**src/rtl/int_to_bf16_conv_pkg.sv**
```systemverilog
// Shared BF16 definitions: field widths, bias, canonical zero and the
// converter state encoding. Also used by the BF16 adder datapath.
package int_to_bf16_conv_pkg;

  localparam int unsigned BF16_W     = 32'd16;
  localparam int unsigned BF16_EXP_W = 32'd8;
  localparam int unsigned BF16_MAN_W = 32'd7;
  localparam int unsigned BF16_BIAS  = 32'd127;
  localparam logic [15:0] BF16_ZERO  = 16'h0000;

  typedef enum logic [1:0] {
    IDLE = 2'd0,
    NORM = 2'd1,
    DONE = 2'd2
  } state_e;

  // Assemble a BF16 word from its three fields.
  function automatic logic [15:0] bf16_word(
    input logic                  sign,
    input logic [BF16_EXP_W-1:0] exp,
    input logic [BF16_MAN_W-1:0] man
  );
    return {sign, exp, man};
  endfunction

endpackage

```
**src/rtl/int_to_bf16_conv_if.sv**
```systemverilog
// Ready/valid bundle between an integer producer, the converter and the
// BF16 consumer. The master drives the request and accepts the result.
interface int_to_bf16_conv_if #(
  parameter int IN_W = 16
);

  logic            in_valid;
  logic            in_ready;
  logic [IN_W-1:0] in_data;
  logic            out_valid;
  logic            out_ready;
  logic [15:0]     out_data;
  logic            out_inexact;

  modport master (
    output in_valid, in_data, out_ready,
    input  in_ready, out_valid, out_data, out_inexact
  );

  modport slave (
    input  in_valid, in_data, out_ready,
    output in_ready, out_valid, out_data, out_inexact
  );

endinterface

```
**src/rtl/int_to_bf16_conv_pack.sv**
```systemverilog
// Combinational packer: turns a normalised magnitude (leading one already
// at the top, so only the bits below it are passed in) plus sign and
// exponent into a truncated BF16 word and a flag for discarded bits.
module int_to_bf16_conv_pack
  import int_to_bf16_conv_pkg::*;
#(
  parameter int IN_W = 16
) (
  input  logic                  sign,
  input  logic [BF16_EXP_W-1:0] exp,
  input  logic [IN_W-2:0]       frac,
  output logic [15:0]           data,
  output logic                  inexact
);

  logic [BF16_MAN_W-1:0] man_s;
  logic                  lost_s;

  // Top fraction bits become the mantissa; anything below is truncated.
  always_comb begin
    man_s   = frac[IN_W-2 -: BF16_MAN_W];
    lost_s  = |frac[IN_W-2-BF16_MAN_W:0];
    data    = bf16_word(sign, exp, man_s);
    inexact = lost_s;
  end

endmodule

```
**src/rtl/int_to_bf16_conv.sv**
```systemverilog
// Signed integer to BF16 converter. Accepts one integer, finds its leading
// one by shifting one position per cycle while counting the exponent down,
// then packs a round-toward-zero BF16 result and holds it until taken.
module int_to_bf16_conv
  import int_to_bf16_conv_pkg::*;
#(
  parameter int IN_W = 16
) (
  input  logic                clk,
  input  logic                rst_n,
  int_to_bf16_conv_if.slave   bus
);

  // Exponent of the MSB position of an IN_W-bit magnitude.
  localparam logic [BF16_EXP_W-1:0] EXP_INIT = BF16_EXP_W'(BF16_BIAS + IN_W - 1);
  localparam logic [IN_W-1:0]       ONE_W    = {{(IN_W-1){1'b0}}, 1'b1};

  state_e                state_r, state_nxt_s;
  logic                  sign_r, sign_nxt_s;
  logic [IN_W-1:0]       mag_r, mag_nxt_s;
  logic [BF16_EXP_W-1:0] exp_r, exp_nxt_s;
  logic [15:0]           out_data_r, out_data_nxt_s;
  logic                  out_inexact_r, out_inexact_nxt_s;
  logic                  out_valid_r, out_valid_nxt_s;
  logic                  in_ready_r, in_ready_nxt_s;

  logic [IN_W-1:0]       abs_s;
  logic [15:0]           pack_data_s;
  logic                  pack_inexact_s;

  int_to_bf16_conv_pack #(.IN_W(IN_W)) u_pack (
    .sign    (sign_r),
    .exp     (exp_r),
    .frac    (mag_r[IN_W-2:0]),
    .data    (pack_data_s),
    .inexact (pack_inexact_s)
  );

  // Magnitude of the incoming value; the most negative input maps to 2^(IN_W-1).
  always_comb begin
    if (bus.in_data[IN_W-1]) begin
      abs_s = ~bus.in_data + ONE_W;
    end else begin
      abs_s = bus.in_data;
    end
  end

  // Next-state and datapath update for the IDLE/NORM/DONE sequence.
  always_comb begin
    state_nxt_s       = state_r;
    sign_nxt_s        = sign_r;
    mag_nxt_s         = mag_r;
    exp_nxt_s         = exp_r;
    out_data_nxt_s    = out_data_r;
    out_inexact_nxt_s = out_inexact_r;

    case (state_r)
      IDLE: begin
        if (bus.in_valid) begin
          sign_nxt_s = bus.in_data[IN_W-1];
          mag_nxt_s  = abs_s;
          exp_nxt_s  = EXP_INIT;
          if (abs_s == '0) begin
            // Zero is emitted directly and always as positive zero.
            out_data_nxt_s    = BF16_ZERO;
            out_inexact_nxt_s = 1'b0;
            state_nxt_s       = DONE;
          end else begin
            state_nxt_s = NORM;
          end
        end else begin
          state_nxt_s = IDLE;
        end
      end
      NORM: begin
        if (!mag_r[IN_W-1]) begin
          mag_nxt_s = {mag_r[IN_W-2:0], 1'b0};
          exp_nxt_s = exp_r - 8'd1;
        end else begin
          out_data_nxt_s    = pack_data_s;
          out_inexact_nxt_s = pack_inexact_s;
          state_nxt_s       = DONE;
        end
      end
      DONE: begin
        if (bus.out_ready) begin
          state_nxt_s = IDLE;
        end else begin
          state_nxt_s = DONE;
        end
      end
      default: begin
        state_nxt_s = IDLE;
      end
    endcase

    // Handshake flags are registered from the state being entered.
    out_valid_nxt_s = (state_nxt_s == DONE);
    in_ready_nxt_s  = (state_nxt_s == IDLE);
  end

  // State, working registers and registered outputs.
  always_ff @(posedge clk or negedge rst_n) begin
    if (!rst_n) begin
      state_r       <= IDLE;
      sign_r        <= 1'b0;
      mag_r         <= '0;
      exp_r         <= '0;
      out_data_r    <= BF16_ZERO;
      out_inexact_r <= 1'b0;
      out_valid_r   <= 1'b0;
      in_ready_r    <= 1'b1;
    end else begin
      state_r       <= state_nxt_s;
      sign_r        <= sign_nxt_s;
      mag_r         <= mag_nxt_s;
      exp_r         <= exp_nxt_s;
      out_data_r    <= out_data_nxt_s;
      out_inexact_r <= out_inexact_nxt_s;
      out_valid_r   <= out_valid_nxt_s;
      in_ready_r    <= in_ready_nxt_s;
    end
  end

  assign bus.in_ready    = in_ready_r;
  assign bus.out_valid   = out_valid_r;
  assign bus.out_data    = out_data_r;
  assign bus.out_inexact = out_inexact_r;

endmodule

```
**src/flat_wrapper.sv**
```systemverilog
// flat-port wrapper written by rule: the top's interface ports become plain ports
module int_to_bf16_conv_flat import int_to_bf16_conv_pkg::*;
#(
  parameter int IN_W = 16
)
  (clk, rst_n, bus_in_valid, bus_in_data, bus_out_ready, bus_in_ready, bus_out_valid, bus_out_data, bus_out_inexact);
  int_to_bf16_conv_if #(.IN_W(IN_W)) bus_i ();
  input  logic clk;
  input  logic rst_n;
  input wire logic [$bits(bus_i.in_valid)-1:0] bus_in_valid;
  input wire logic [$bits(bus_i.in_data)-1:0] bus_in_data;
  input wire logic [$bits(bus_i.out_ready)-1:0] bus_out_ready;
  output wire logic [$bits(bus_i.in_ready)-1:0] bus_in_ready;
  output wire logic [$bits(bus_i.out_valid)-1:0] bus_out_valid;
  output wire logic [$bits(bus_i.out_data)-1:0] bus_out_data;
  output wire logic [$bits(bus_i.out_inexact)-1:0] bus_out_inexact;
  assign bus_i.in_valid = bus_in_valid;
  assign bus_i.in_data = bus_in_data;
  assign bus_i.out_ready = bus_out_ready;
  assign bus_in_ready = bus_i.in_ready;
  assign bus_out_valid = bus_i.out_valid;
  assign bus_out_data = bus_i.out_data;
  assign bus_out_inexact = bus_i.out_inexact;
  int_to_bf16_conv #(.IN_W(IN_W)) u_core (.clk(clk), .rst_n(rst_n), .bus(bus_i));
endmodule
```
**config.mk**
```make
export PLATFORM = sky130hd
export DESIGN_NAME = int_to_bf16_conv_flat
export DESIGN_NICKNAME = d
export VERILOG_FILES = /design/src/rtl/int_to_bf16_conv_pkg.sv /design/src/rtl/int_to_bf16_conv_if.sv /design/src/rtl/int_to_bf16_conv_pack.sv /design/src/rtl/int_to_bf16_conv.sv /design/src/flat_wrapper.sv
export SDC_FILE = /design/constraint.sdc
export NUM_CORES = 1
export LEC_CHECK = 0
export ABC_AREA = 1
export CAP_MARGIN = 20
export CORE_MARGIN = 2
export CORE_UTILIZATION = 25
export CTS_CLUSTER_DIAMETER = 80
export DETAILED_ROUTE_END_ITERATION = 8
export PLACE_DENSITY = 0.54
export SETUP_SLACK_MARGIN = 0.05
export SLEW_MARGIN = 20
export SYNTH_ARGS = -nofsm -noshare
export SYNTH_HDL_FRONTEND = slang
export SYNTH_SLANG_ARGS = --single-unit
```
**constraint.sdc**
```tcl
create_clock -name clk -period 2.3 [get_ports clk]
set_input_delay 0.345 -clock clk [delete_from_list [all_inputs] [get_ports clk]]
set_output_delay 0.345 -clock clk [all_outputs]
set_load 0.02 [all_outputs]
```
==> flow_summary.yaml <==
finish:
  fillCellCount: 1152
  nets: 473
  drive_above_1_share_pct: 19.7
  insertedDiodeCount: 0
  area_growth_syn_to_layout_pct: 38.1
  final-seq-area_um2: 1150
  multi_input_area_um2: 1370
  final_cells: 591
  design_area_um2: 3750
setup_path:
  required_ns: 2.54
  r2r-start: "u_core.state_r[1]"
  worst_setup_path_end_kind: "flip-flop"
  critPathLaunch: "bus_in_data[5]"
  cp_max_fo: 7
  path_class: "primary input to flip-flop"
  cp-start-kind: "primary input"
  cp.arrival_ns: 2.29
floorplanning:
  die_width_um: 108
  ios: 39
  rows: 38
  core-area_um2: 10700
  dieArea_um2: 11700
  initial_core_util_pct: 25.4
  die_y_um: 108
yosys:
  seq_area_frac_synth_pct: 42.5
  synth_area_um2: 2710
  yosysUniqueCellTypes: 38
  synth_fp_nets: 392
  syn_avg_cell_area_um2: 7.35
  yosys_register_bits: 46
  ys_warn_count: 0
  syn_inst: 369
sta:
  max_slew_margin_pct: 57.3
  rsz0062_at_grt: "no"
  worstMarginPinSlew_ns: 0.641
  finalSetupViolations: 0
  fmax_mhz: 487
  skew_ns: 0.00302
  period_minus_slack_ns: 2.05
  report.final.slew_viol_count: 0
  setup_tns_ns: 0
  fin_ws_ns: 0.247
  final_hold_viol_count: 0
  fin_crit_sh_pct: 89.3
clock_tree:
  cts_sinks: 46
  clk_latency_ns: 0.30
  cts_root_buffer: "clkbuf_8"
  cts-htree-levels: 2
  cts_tree: "done"
  cts.clk_slew.worst_paths_ns: 0.08
  ctsHoldBuffers: 0
  cts_buffers: 5
  clockBufferDepth: 2
outcome:
  status: "finished, final reports clean"
pwr:
  power.share.clock_pct: 14.5
  p_per_area_nw_per_um2: 1080
  p_int_w: 0.00233
  p_leak_nw: 1.88
  pwr-share-seq_pct: 31.9
  peakVddDrop_mv: 0.630
  p_comb_share_pct: 53.6
  p_sw_w: 0.00172
  power_w: 0.00406
  p_sw_share_pct: 42.4
global_routing:
  first_global_vias: 2350
  grt_max_degree: 47
  grt_pass1_wl_um: 10800
  track_usage_pct: 11.5
  antenna_found_initial: 0
  grt_overflow: 0
placement:
  place_hpwl_um: 4770
  finalWeightedCongestion: 0.783
  port-buffer-count: 38
  dp_cells: 577
  postPlaceCellArea_um2: 3530
  post-place-ws_ns: -0.205
worst_hold_path:
  min-delay-path-class: "primary input to async pin"
route:
  wl_um: 6410
  antenna_left: 0
  drcViolationCount: 0
  avgViaCountPerCell: 4.23
  vias: 2501
  drt_iter0_markers: 103
  wire_per_inst_um: 10.8
  drtPass1Iterations: 7
run:
  drv_cap: 0
==> state kept, by name, indices dropped and copies added, names as in the netlist <==
signal	flops
u_core.bus.in_ready	1
u_core.state_r	2
u_core.bus.out_valid	1
u_core.exp_r	8
u_core.mag_r	16
u_core.bus.out_inexact	1
u_core.bus.out_data	16
u_core.sign_r	1
==> cell usage in the layout (no fill, tap or decap), types with 3 or more instances in the layout <==
master           synthesis  final
a21oi_1                 16     16
dlymetal6s2s_1           0      4
nand2_1                 99     96
dfrtp_1                 45     45
o21ai_0                 16     16
o21ai_1                  4      4
clkbuf_8                 0      5
nand2_4                  3      3
a22oi_1                 12     12
nand3_1                 35     35
nor2_4                   2      3
inv_1                   40     38
nor2_2                   6      5
buf_4                    2     44
nor2_1                  39     39
clkdlybuf4s50_1          0     33
nand2_2                  5      8
inv_2                    5      6
==> cell type report <==
type / instances / share of cell area, %
well taps: 140 / 4.67
multi-input cells: 265 / 36.5
clock buffers: 7 / 2.04
clock inverters: 1 / 0.801
repair buffers: 85 / 20.5
inverters: 47 / 4.77
flip-flops and latches: 46 / 30.8
==> per-layer routing <==
metal,up-vias,global-route usage [%],share of wire [%]
li1,1354,-,-
met1,1095,16.1,52
met2,46,17.9,42
met3,6,1.63,3.7
met4,0,4.40,1.7
met5,-,0,0
==> critical path, stage by stage <==
cell and delay (ns):
clkdlybuf4s50_1 0.45, nor2_1 0.19, nand2_1 0.07, nor2_1 0.12
nand2_1 0.06, nand2_1 0.05, nand2_1 0.05, a21oi_2 0.19
nand2_1 0.11, nor2_2 0.10, nand2_2 0.09, nand2_4 0.15
buf_12 0.13, nand3_1 0.07, nand2_1 0.10
==> metrics by stage <==
step                      utilization (%)  hold WS (ns)
after detailed placement             33.0         0.455
final                                35.0         0.121
after global placement               33.0         0.449
after CTS                            34.0         0.147
after floorplan                         -        0.0494
after global routing                 35.0         0.173
==> cells by family (layout without fill, tap and decap cells) <==
family          Yosys count  in the layout  synth area share, %
simple gates            199            200                 32.8
compound gates           61             61                 14.0
buf+inv                  59            140                 9.04
flops                    46             46                 42.5
fa+ha+maj                 3              3                 1.38
xor+xnor                  1              1                0.323
==> cells in the mapped netlist, drive strengths merged <==
cell	count	area, um2
nand3	37	195
o22ai	2	12.5
o221ai	1	8.76
nor4	2	12.5
o21a	1	7.51
o211ai	2	15.0
clkinv	2	7.51
nor2	47	206
xor2	1	8.76
ha	3	37.5
a21oi	17	88.8
and2	1	6.26
buf	6	46.3
a22oi	12	90.1
nand2	107	437
o21ai	23	134
dfstp	1	26.3
nand4	2	12.5
dfrtp	45	1130
inv	45	169
nor3	1	5.00
o21bai	2	15.0
nand3b	2	15.0
a21boi	1	7.51
clkbuf	6	22.5
==> final timing paths <==
kind | to | slack [ns] | cells past startpoint
worst max-delay path | u_core.bus.out_data[3] | 0.25 | 15
worst min-delay path | u_core.bus.out_data[13] | 0.12 | 2
worst max register to register | u_core.bus.out_data[13] | 0.37 | 7
worst min register to register | u_core.exp_r[5] | 0.46 | 1
max in group asynchronous | u_core.exp_r[0] | 1.77 | 2
min in group clk | u_core.exp_r[5] | 0.46 | 1
==> power groups by stage <==
stage               logic (W)  registers, W  clock network (W)
finish                0.00217       0.00129           0.000589
global route          0.00247       0.00133           0.000639
CTS                   0.00210       0.00129           0.000603
detailed placement    0.00210       0.00131                  0
global placement      0.00205       0.00130                  0
floorplan             0.00124       0.00142                  0
==> repair_timing <==
action / in CTS / in global routing
gates resized for setup: 0 / 17
setup buffers: 0 / 4
hold endpoints to repair: 0 / 0
setup endpoints to repair: 0 / 19
Note: power is estimated with default switching activity, not from simulation.
